[src/rtl/hazard_ctrl.sv]
// Hazard/forwarding control for the 5-stage pipe: combinational forward selects and stall/flush,
// plus a MULT/DIV sequencer that holds the front of the pipe for N+1 cycles and pulses md_done.
module hazard_ctrl #(
  parameter int REG_AW     = 5,
  parameter int MUL_CYCLES = 4,
  parameter int DIV_CYCLES = 32
) (
  input  logic              clk,
  input  logic              rst,
  input  logic [REG_AW-1:0] rsD,
  input  logic [REG_AW-1:0] rtD,
  input  logic [REG_AW-1:0] rsE,
  input  logic [REG_AW-1:0] rtE,
  input  logic [REG_AW-1:0] writeregE,
  input  logic [REG_AW-1:0] writeregM,
  input  logic [REG_AW-1:0] writeregW,
  input  logic              regwriteE,
  input  logic              regwriteM,
  input  logic              regwriteW,
  input  logic              memtoregE,
  input  logic              memtoregM,
  input  logic              branchD,
  input  logic              md_startE,
  input  logic              md_isdivE,
  output logic              forwardAD,
  output logic              forwardBD,
  output logic [1:0]        forwardAE,
  output logic [1:0]        forwardBE,
  output logic              stallF,
  output logic              stallD,
  output logic              stallE,
  output logic              flushE,
  output logic              md_busy,
  output logic              md_done
);

  localparam int MAXC = (MUL_CYCLES > DIV_CYCLES) ? MUL_CYCLES : DIV_CYCLES;
  localparam int CW   = (MAXC > 1) ? $clog2(MAXC) : 1;
  localparam logic [CW-1:0] MUL_LOAD = CW'(MUL_CYCLES - 1);
  localparam logic [CW-1:0] DIV_LOAD = CW'(DIV_CYCLES - 1);

  typedef enum logic [1:0] {S_IDLE, S_BUSY, S_DONE} state_t;

  state_t        r_state, w_state_nxt;
  logic [CW-1:0] r_cnt, w_cnt_nxt;
  logic          w_wrM_ok, w_wrW_ok, w_wrE_ok, w_ldM_ok;
  logic          w_lwstall, w_brstall, w_md_stall, w_hazard;

  // Register 0 is hard-wired zero, so a write to it must never be forwarded.
  assign w_wrM_ok = regwriteM && (writeregM != '0);
  assign w_wrW_ok = regwriteW && (writeregW != '0);
  assign w_wrE_ok = regwriteE && (writeregE != '0);
  assign w_ldM_ok = memtoregM && (writeregM != '0);

  assign forwardAE = (w_wrM_ok && writeregM == rsE) ? 2'b10 :
                     (w_wrW_ok && writeregW == rsE) ? 2'b01 : 2'b00;
  assign forwardBE = (w_wrM_ok && writeregM == rtE) ? 2'b10 :
                     (w_wrW_ok && writeregW == rtE) ? 2'b01 : 2'b00;
  assign forwardAD = (rsD != '0) && (rsD == writeregM) && regwriteM;
  assign forwardBD = (rtD != '0) && (rtD == writeregM) && regwriteM;

  assign w_lwstall = memtoregE && ((rtE == rsD) || (rtE == rtD));
  assign w_brstall = branchD &&
                     ((w_wrE_ok && ((writeregE == rsD) || (writeregE == rtD))) ||
                      (w_ldM_ok && ((writeregM == rsD) || (writeregM == rtD))));

  // Gated by rst so an aborted op releases the pipe even while md_startE is still high.
  assign w_md_stall = ~rst && (((r_state == S_IDLE) && md_startE) || (r_state == S_BUSY));
  assign w_hazard   = w_lwstall || w_brstall;

  assign stallF  = w_hazard || w_md_stall;
  assign stallD  = w_hazard || w_md_stall;
  assign stallE  = w_md_stall;
  assign flushE  = w_hazard && ~w_md_stall;
  assign md_busy = (r_state != S_IDLE);
  assign md_done = (r_state == S_DONE);

  always_ff @(posedge clk or posedge rst) begin
    if (rst) begin
      r_state <= S_IDLE;
      r_cnt   <= '0;
    end else begin
      r_state <= w_state_nxt;
      r_cnt   <= w_cnt_nxt;
    end
  end

  // A start seen in DONE belongs to the completing op and is deliberately ignored.
  always_comb begin
    w_state_nxt = r_state;
    w_cnt_nxt   = r_cnt;
    case (r_state)
      S_IDLE: begin
        if (md_startE) begin
          w_state_nxt = S_BUSY;
          w_cnt_nxt   = md_isdivE ? DIV_LOAD : MUL_LOAD;
        end
      end
      S_BUSY: begin
        if (r_cnt == '0) w_state_nxt = S_DONE;
        else             w_cnt_nxt   = r_cnt - CW'(1);
      end
      S_DONE:  w_state_nxt = S_IDLE;
      default: w_state_nxt = S_IDLE;
    endcase
  end

endmodule

[config.mk]
export PLATFORM = sky130hd
export DESIGN_NAME = hazard_ctrl
export DESIGN_NICKNAME = d
export VERILOG_FILES = /design/src/rtl/hazard_ctrl.sv
export SDC_FILE = /design/constraint.sdc
export NUM_CORES = 1
export LEC_CHECK = 0
export ABC_AREA = 1
export CAP_MARGIN = 20
export CORE_MARGIN = 4
export CORE_UTILIZATION = 35
export CTS_CLUSTER_DIAMETER = 150
export DETAILED_ROUTE_END_ITERATION = 10
export GPL_TIMING_DRIVEN = 0
export PLACE_DENSITY = 0.79
export SETUP_SLACK_MARGIN = 0.4
export SYNTH_ARGS = -nofsm -noshare
export SYNTH_HDL_FRONTEND = slang
export SYNTH_SLANG_ARGS = --single-unit
[constraint.sdc]
create_clock -name clk -period 1.7 [get_ports clk]
set_clock_uncertainty 0.15 [all_clocks]
set_input_delay 0.425 -clock clk [delete_from_list [all_inputs] [get_ports clk]]
set_output_delay 0.425 -clock clk [all_outputs]
set_load 0.01 [all_outputs]
### Word level (Yosys, flattened, before mapping)

Cells that the tools add are included.

| storage, ports and cells | value |
|---|---|
| register bits | 7 |
| input port bits | 45 |

| cells by class | value |
|---|---|
| add/subtract/negate cells | 1 |
| equality and inequality tests | 17 |
| muxes and demuxes | 11 |
| bitwise operators | 2 |
| reduce and logical (&&, ||, !) cells | 37 |

Operators with widths:

| operator | count |
|---|---|
| 5-bit == test | 12 |
| 5-bit nonzero test | 5 |
| 1-bit logical AND | 19 |
| 5-bit two-way mux | 3 |
| 5-bit case mux with 2 select lines | 1 |
| 2-bit two-way mux | 4 |
| 1-bit logical OR | 7 |
| 5-bit logical NOT | 1 |
| 5-bit by 1-bit subtractor with 5-bit output (second input constant) | 1 |
| 2-bit inequality test (second input constant) | 2 |
| 2-bit case mux with 2 select lines | 1 |
| 2-bit nonzero test | 2 |
| 3-bit AND reduction | 1 |
| 2-bit by 1-bit == test with 1-bit output (second input constant) | 1 |
| 2-bit == test (second input constant) | 1 |
| 2-bit logical NOT | 1 |
| 1-bit two-way mux | 2 |
| 2-bit by 1-bit inequality test with 1-bit output (second input constant) | 1 |
| 1-bit NOT | 2 |
| 2-bit AND reduction | 1 |

### Logic depth before layout (Yosys ltp)

Gate-level depths: netlist (run 1).

| depth | value |
|---|---|
| depth after elaboration | 7 |
| mapped depth | 12 |

### Worst setup path after synthesis (run 1)

OpenSTA, ideal clock, no wires.

| timing path | value |
|---|---|
| path type | input-to-output |
| start | input writeregM[2] |
| end | output forwardBE[0] |
| arrival time | 1423 ps |
| required time | 1125 ps |
| setup slack | -298 ps |
| stages on the path | 5 |
| buffers on the path | 1 |
| path through | buf_4 > xnor2_1 > nand3_1 > nor4_1 > nor2_1 |

| between the ends | value |
|---|---|
| word-level cells in the longest chain between the ends | 4 |
| elaborated cells on any way between the ends | 5 |

RTL lines:

| element | line | text |
|---|---|---|
| start: declaration | 15 | `input logic [REG_AW-1:0] writeregM,` |
| 5-bit nonzero test | 50 | `assign w_wrM_ok = regwriteM && (writeregM != '0);` |
| 1-bit logical AND | 50 |  |
| 1-bit logical AND * | 57 | `assign forwardBE = (w_wrM_ok && writeregM == rtE) ? 2'b10 :` |
| 2-bit two-way mux * | 57 |  |
| end: declaration | 28 | `output logic [1:0] forwardBE,` |

Every way passes the cells marked *; elsewhere a longest branch is shown, timed or not.

### Worst setup path in the final report (run 1)

| timing path | value |
|---|---|
| start | input writeregM[0] |
| end | output stallF |

| between the ends | value |
|---|---|
| word-level cells in the longest chain between the ends | 7 |
| elaborated cells on any way between the ends | 10 |

RTL lines:

| element | line | text |
|---|---|---|
| 5-bit == test or 5-bit nonzero test (tied branches) | 65, 53 |  |
| 1-bit logical OR or 1-bit logical AND (tied branches) | 65, 53 |  |
| 1-bit logical AND * | 65 | `(w_ldM_ok && ((writeregM == rsD) \|\| (writeregM == rtD))));` |
| 1-bit logical OR * | 64 | `((w_wrE_ok && ((writeregE == rsD) \|\| (writeregE == rtD))) \|\|` |
| 1-bit logical AND * | 63 | `assign w_brstall = branchD &&` |
| 1-bit logical OR * | 69 | `assign w_hazard = w_lwstall \|\| w_brstall;` |
| 1-bit logical OR * | 71 | `assign stallF = w_hazard \|\| w_md_stall;` |
| end: declaration | 29 | `output logic stallF,` |

Marks and branches as above.

==> results of run 1 <==
-- what timing repair did --
action                                  CTS  global route
hold buffers                              0             0
gates resized for setup                 261            62
endpoints found under the setup margin   17            18
buffers inserted                         11             9
pin swaps                                44            40
gates cloned                              1             0
-- worst register-to-register path: cells and delay by family, from the launching register on --
family | cells | cell delay (ns)
and+or+nand+nor | 4 | 0.37
AOI/OAI and AO/OA | 1 | 0.12
DFF | 1 | 0.42
buffers and inverters | 7 | 0.75
-- cells in the final DEF (no fill, tap or decap), drive strengths merged, types with 3 or more instances in the layout --
| cell type | count |
|---|---|
| nor2 | 23 |
| clkbuf | 4 |
| a31oi | 3 |
| inv | 34 |
| dlygate4sd2 | 4 |
| xor2 | 16 |
| nor3 | 7 |
| nand2 | 67 |
| xnor2 | 17 |
| clkdlybuf4s50 | 6 |
| nand3 | 11 |
| buf | 66 |
| o21ai | 9 |
| dfrtp | 7 |
| a21oi | 4 |
-- where the power goes --
| part | switching, mW | total (mW) | internal, mW | leakage [nW] |
|---|---|---|---|---|
| sequential | 0.0749 | 0.318 | 0.243 | 0.0819 |
| combinational | 0.594 | 1.17 | 0.573 | 1.07 |
| clock | 0.0738 | 0.164 | 0.0904 | 0.0150 |
| total | 0.743 | 1.65 | 0.907 | 1.17 |
-- cells in the mapped netlist --
master / count / area (µm²)
nor4_2: 1 / 12.51
nor4_1: 1 / 6.260
and2_1: 1 / 6.260
nor2_1: 22 / 82.58
a21oi_2: 1 / 8.760
nor3_1: 7 / 35.03
a21oi_1: 3 / 15.01
buf_4: 4 / 30.03
xnor2_1: 17 / 148.9
nor2_2: 1 / 6.260
nand3_1: 11 / 55.05
o21ai_0: 9 / 45.04
a31oi_1: 3 / 18.77
inv_1: 32 / 120.1
nand4_1: 2 / 12.51
inv_2: 2 / 7.510
dfrtp_1: 7 / 175.2
nand2_1: 65 / 244.0
nand3b_1: 1 / 7.510
nand2_2: 1 / 6.260
ha_1: 2 / 25.02
or2_1: 2 / 12.51
a311oi_1: 2 / 17.52
xor2_1: 16 / 140.1
-- sequential cells by signal, indices dropped and copies added (netlist names) --
name	count
r_state	2
r_cnt	5
-- per-stage QoR --
step	hold slack [ns]	power [mW]	TNS [ns]	util (%)	worst slack (ns)
final	0.3430	1.649	-4.054	69.58	-0.4356
after CTS	0.3172	1.396	-2.793	62.42	-0.3658
after global placement	0.3594	1.049	-11.11	55.67	-1.366
after floorplan	0.07840	0.7702	-0.5942	-	-0.2340
after detailed placement	0.3782	1.064	-11.12	55.67	-1.339
after global routing	0.3496	1.764	-4.967	69.58	-0.4866
-- layout make-up --
class | count | share of cell area [%]
flip-flops and latches | 7 | 7.427
multi-input cells | 169 | 50.82
clock buffers | 4 | 1.114
inverters | 34 | 6.260
plain buffers | 4 | 2.865
repair buffers | 73 | 29.07
well taps | 46 | 2.440
-- cells by family after synthesis --
| kind of cell | after synthesis | share of synthesized area [%] |
|---|---|---|
| AND/OR/NAND/NOR | 115 | 39.29 |
| XOR/XNOR | 33 | 23.33 |
| buffers and inverters | 38 | 12.73 |
| flip-flops | 7 | 14.14 |
| adder cells (fa/ha/maj) | 2 | 2.020 |
| AO/OA/AOI/OAI | 18 | 8.485 |
-- routing by layer --
metal / vias to the layer above / share of wire (%) / GRT usage (%)
li1: 815 / - / -
met1: 756 / 40 / 25.10
met2: 49 / 54 / 36.33
met3: 6 / 5.0 / 2.329
met4: 0 / 1.1 / 5.823
met5: - / 0 / 0
-- final timing paths --
path,startpoint,endpoint,slack [ns],cells past startpoint
worst max-delay path,writeregM[0],stallF,-0.44,12
worst min-delay path,rst,r_state[0],0.34,2
worst max register to register,r_state[0],r_cnt[1],-0.20,12
worst min register to register,r_cnt[3],r_cnt[3],0.39,2
max in group asynchronous,rst,r_cnt[1],0.81,2
min in group clk,r_cnt[3],r_cnt[3],0.39,2
==> impl_results.md, run 1 <==
* Run status: finished, violations left
* Failing checks: setup timing
* DR vias at 1,626
* DR DRC count at 0
* RSZ-0062 raised after global routing: true
* Core area at 3390 µm²
* WP buf/inv at 3
* Worst path most repeated cell: nand2_1
* Hold WC Path Type: primary input to asynchronous set/reset pin
* CTS Root Cell: clkbuf_4
* Least-Margin Pin Slew at 0.3433 ns
* Yosys reg bits at 7
* Multi-input gate area at 1199 µm²
* First-pass GRT wire length at 6996 µm
* Die area at 4555 µm²
* Gr ovfl total at 0
* CP endpoint kind: output pin
* Width of the die at 67.49 µm
* DR pass1 iterations at 4
* Gate Count Post-Synth at 213
* Finished Layout Cells at 337
* Placed insts at 312
* Detailed-route wire length per cell at 14.51 µm
* GP Congestion at 0.8665
* Flip-flop and latch area at 175.2 µm²
* FMAX at 468.3 MHz
* Layout cells sized above 1 at 48.45%
* Syn_nets at 260
* Initial antenna violation count at 0
* Synthesis warning total at 0
* Tmin final at 2.136 ns
* Synth-to-Final Area Change at 90.40%
* Pwr Density at 699.3 nW/µm²
* Row Count at 21
* Crit Path Category: primary input to output pin
* Antenna diodes at 0
* Max_cap viols at 0
* Final hold vios at 0
* Min setup slack post-route at -0.4356 ns
* # setup viols final at 16
* Pin count of the biggest net entering global routing at 8
* Clock Pin Slew Worst Setup and Hold Paths at 0.06 ns
* I/O pin total at 57
* Initial core utilization at 36.54%
* CP top delay family: simple AND/OR/NAND/NOR gates
* Seq/Total Area, Yosys at 14.14%
* Leakage power at 1.165 nW
* Nets at 339
* I/O Buffers at 53
* Die Span Y at 67.49 µm
* Worst Path Arrival at 1.56 ns
* CTS tree: done
* Deepest clock path buffer count at 2
* Worst path slowest cell: nor2_2
* Critical path data required time at 1.12 ns
* Worst IR drop on VDD at 0.0002748 V
* Average cell area after synthesis at 5.815 µm²
* CP Max Fanout at 5
* Total track usage at 20.24%
* Clk Latency, worst-skew pair at 0.27 ns
* Synth unique cells at 24
* H-tree depth at 1
* CP peak stage delay at 0.18 ns
* Final period utilization at 125.6%
* Vias in the first global route at 1,521
* Mapped cell area at 1239 µm²
* Final Max Tran Viols at 0
* Sink Count at 7
* ANT nets after route at 0
* Fillcell total at 247
* TritonCTS buffer count at 3
* Drt total wl at 4890 µm
* Post-route cell area at 2359 µm²
* Vias per cell at 4.825
* 1st-iter DRT viols at 80
* Post-DP Area at 1887 µm²
* Cell Chain, Critical Path: buf_12 > nand2_1 > nand2_1 > nor2_2 > nand3_2 > nand2_1 > nand2_1 > nand2_1 > nand2_2 > nand3b_1 > buf_4 > buf_6
* Post-DP HPWL at 3138 µm
* Startpoint types: primary input
* Max transition margin at 77.06%
Note: power is estimated with default switching activity, not from simulation.
==> run 2, diff against run 1 <==
Settings changed: CTS_BUF_LIST from default to sky130_fd_sc_hd__clkbuf_8.
==> impl_results.md, run 2 (synthesized netlist as in run 1, its figures left out) <==
* Synth-to-Final Area Change at 95.35%
* Detailed-route wire length per cell at 15.37 µm (+5.9%)
* I/O pin total at 57 (unchanged)
* Crit Path Category: primary input to output pin
* CP Max Fanout at 5 (unchanged)
* Core area at 3390 µm² (unchanged)
* # setup viols final at 16 (unchanged)
* Die area at 4555 µm² (unchanged)
* Critical path data required time at 1.12 ns (about the same)
* I/O Buffers at 53 (unchanged)
* Layout cells sized above 1 at 49.32% (+0.86 points)
* Total track usage at 20.88% (+0.64 points)
* Vias in the first global route at 1,570 (+3.2%)
* DR pass1 iterations at 5 (+1)
* Drt total wl at 5196 µm (+6.3%)
* First-pass GRT wire length at 7176 µm (+2.6%)
* Max transition margin at 76.11% (-0.95 points)
* Least-Margin Pin Slew at 0.3575 ns (+0.01416 ns)
* Final period utilization at 128.5% (+2.9 points)
* Post-DP Area at 1887 µm² (unchanged)
* Hold WC Path Type: primary input to asynchronous set/reset pin
* Min setup slack post-route at -0.4841 ns (-0.04853 ns)
* RSZ-0062 raised after global routing: true
* Post-route cell area at 2420 µm² (+2.6%)
* GP Congestion at 0.8665 (unchanged)
* Commonest non-fill, non-tap cell in the layout: nand2_1
* Antenna diodes at 0 (unchanged)
* DR vias at 1,680 (+3.3%)
* Vias per cell at 4.970 (+3.0%)
* Die Span Y at 67.49 µm (unchanged)
* Worst IR drop on VDD at 0.0003269 V (+19%)
* Startpoint types: primary input
* R2R setup slack at -0.21 ns (about the same)
* Worst Path Arrival at 1.61 ns (+0.05 ns)
* Biggest regs: r_cnt (5), r_state (2)
* Top reg by flops: r_cnt
* Clock Pin Slew Worst Setup and Hold Paths at 0.05 ns (about the same)
* Sink Count at 7 (unchanged)
* Hold Buf Count CTS at 0 (unchanged)
* Clk Latency, worst-skew pair at 0.24 ns (-0.03 ns)
* Row Count at 21 (unchanged)
* Reg2reg start: r_state[1]
* Post-DP HPWL at 3138 µm (unchanged)
* Final Max Tran Viols at 0 (unchanged)
* Initial antenna violation count at 0 (unchanged)
* H-tree depth at 1 (unchanged)
* Deepest clock path buffer count at 2 (unchanged)
* Tmin final at 2.184 ns (+0.04853 ns)
* CP endpoint kind: output pin
* Leakage power at 1.195 nW (+2.5%)
* DR DRC count at 0 (unchanged)
* Pin count of the biggest net entering global routing at 8 (unchanged)
* CTS tree: done
* Largest register FFs at 5 (unchanged)
* CTS Root Cell: clkbuf_8
* RR Endpoint: r_cnt[1]
* Final hold vios at 0 (unchanged)
* TritonCTS buffer count at 3 (unchanged)
* Commonest cells after routing, fill and taps aside: nand2_1, buf_2, buf_6
* Pwr Density at 737.3 nW/µm² (+5.4%)
* Initial core utilization at 36.54% (unchanged)
* Nets at 340 (+0.29%)
* Failing checks: setup timing
* Run status: finished, violations left
* FMAX at 457.9 MHz (-2.2%)
* Fillcell total at 235 (-4.9%)
* Max_cap viols at 0 (unchanged)
* Placed insts at 312 (unchanged)
* Gr ovfl total at 0 (unchanged)
* Width of the die at 67.49 µm (unchanged)
* 1st-iter DRT viols at 78 (-2.5%)
* Finished Layout Cells at 338 (+0.30%)
* ANT nets after route at 0 (unchanged)
* R2R cell count at 12 (unchanged)
[run 2: cell types whose count changed in the layout (fill, tap and decap cells not counted), moves of 2 or more]
cell / delta
buf_6: +2
clkbuf_4: -3
clkbuf_8: +3
nor2_2: -2
nor2_4: +2
[run 2: per-stage QoR]
step                power, mW  setup TNS [ns]  utilization (%)  hold WS (ns)  worst slack (ns)
global placement        1.049          -11.11            55.67        0.3594            -1.366
finish                  1.784          -4.319            71.39        0.3907           -0.4841
CTS                     1.490          -3.249            63.31        0.3408           -0.3658
global route            1.894          -5.378            71.39        0.4193           -0.5517
floorplan              0.7702         -0.5942                -       0.07840           -0.2340
detailed placement      1.064          -11.12            55.67        0.3782            -1.339
[run 2: worst max-delay path, stage by stage]
cell      delay (ns)
buf_8           0.10
xor2_1          0.16
nor2_1          0.20
nand3_1         0.13
o21ai_2         0.16
nand2_1         0.10
nand3b_1        0.13
buf_4           0.12
buf_6           0.09
[run 2: area by class of cell]
cell class	count	area, µm²	share of cell area, %
Clock inverter	1	3.754	0.1551
Clock buffer	3	41.29	1.706
Multi-Input combinational cell	169	1219	50.36
Timing Repair Buffer	74	708.2	29.27
Buffer	4	67.56	2.792
Tap cell	46	57.56	2.378
Sequential cell	7	175.2	7.239
Inverter	34	147.6	6.101
[run 2: repair_timing]
item,CTS,global route
gates cloned,1,0
buffers inserted,12,9
pin swaps,44,41
gates resized for setup,262,67
endpoints found under the setup margin,17,18
[run 2: worst max path at each step]
stage | start | slack, ns | cells after the start | endpoint
2_1_floorplan | writeregM[4] | -0.23 | 10 | stallF
3_3_place_gp | rtE[3] | -1.37 | 9 | stallF
3_5_place_dp | rtD[4] | -1.34 | 13 | stallF
4_1_cts | rtD[2] | -0.37 | 9 | stallF
5_1_grt | rtE[3] | -0.55 | 9 | stallF
6_report | rtE[3] | -0.48 | 9 | stallF
[run 2: where the power goes]
group / internal (mW) / switching (mW) / total (mW)
logic: 0.579 / 0.633 / 1.21
registers: 0.244 / 0.0818 / 0.326
clock network: 0.157 / 0.0881 / 0.246
[run 2: per-layer routing]
| layer | global-route usage, % | up-vias | routed length, µm |
|---|---|---|---|
| li1 | - | 818 | - |
| met1 | 25.15 | 783 | 2046 |
| met2 | 38.52 | 67 | 2820 |
| met3 | 2.829 | 12 | 248 |
| met4 | 5.063 | 0 | 80 |
| met5 | 0 | - | 0 |
==> run 3, diff against run 2 <==
Settings changed: CTS_CLUSTER_DIAMETER 150 to 30, SLEW_MARGIN from default to 5.
==> results of run 3 <==
Same layout as run 2: the final DEF is identical, and so are final timing and power.
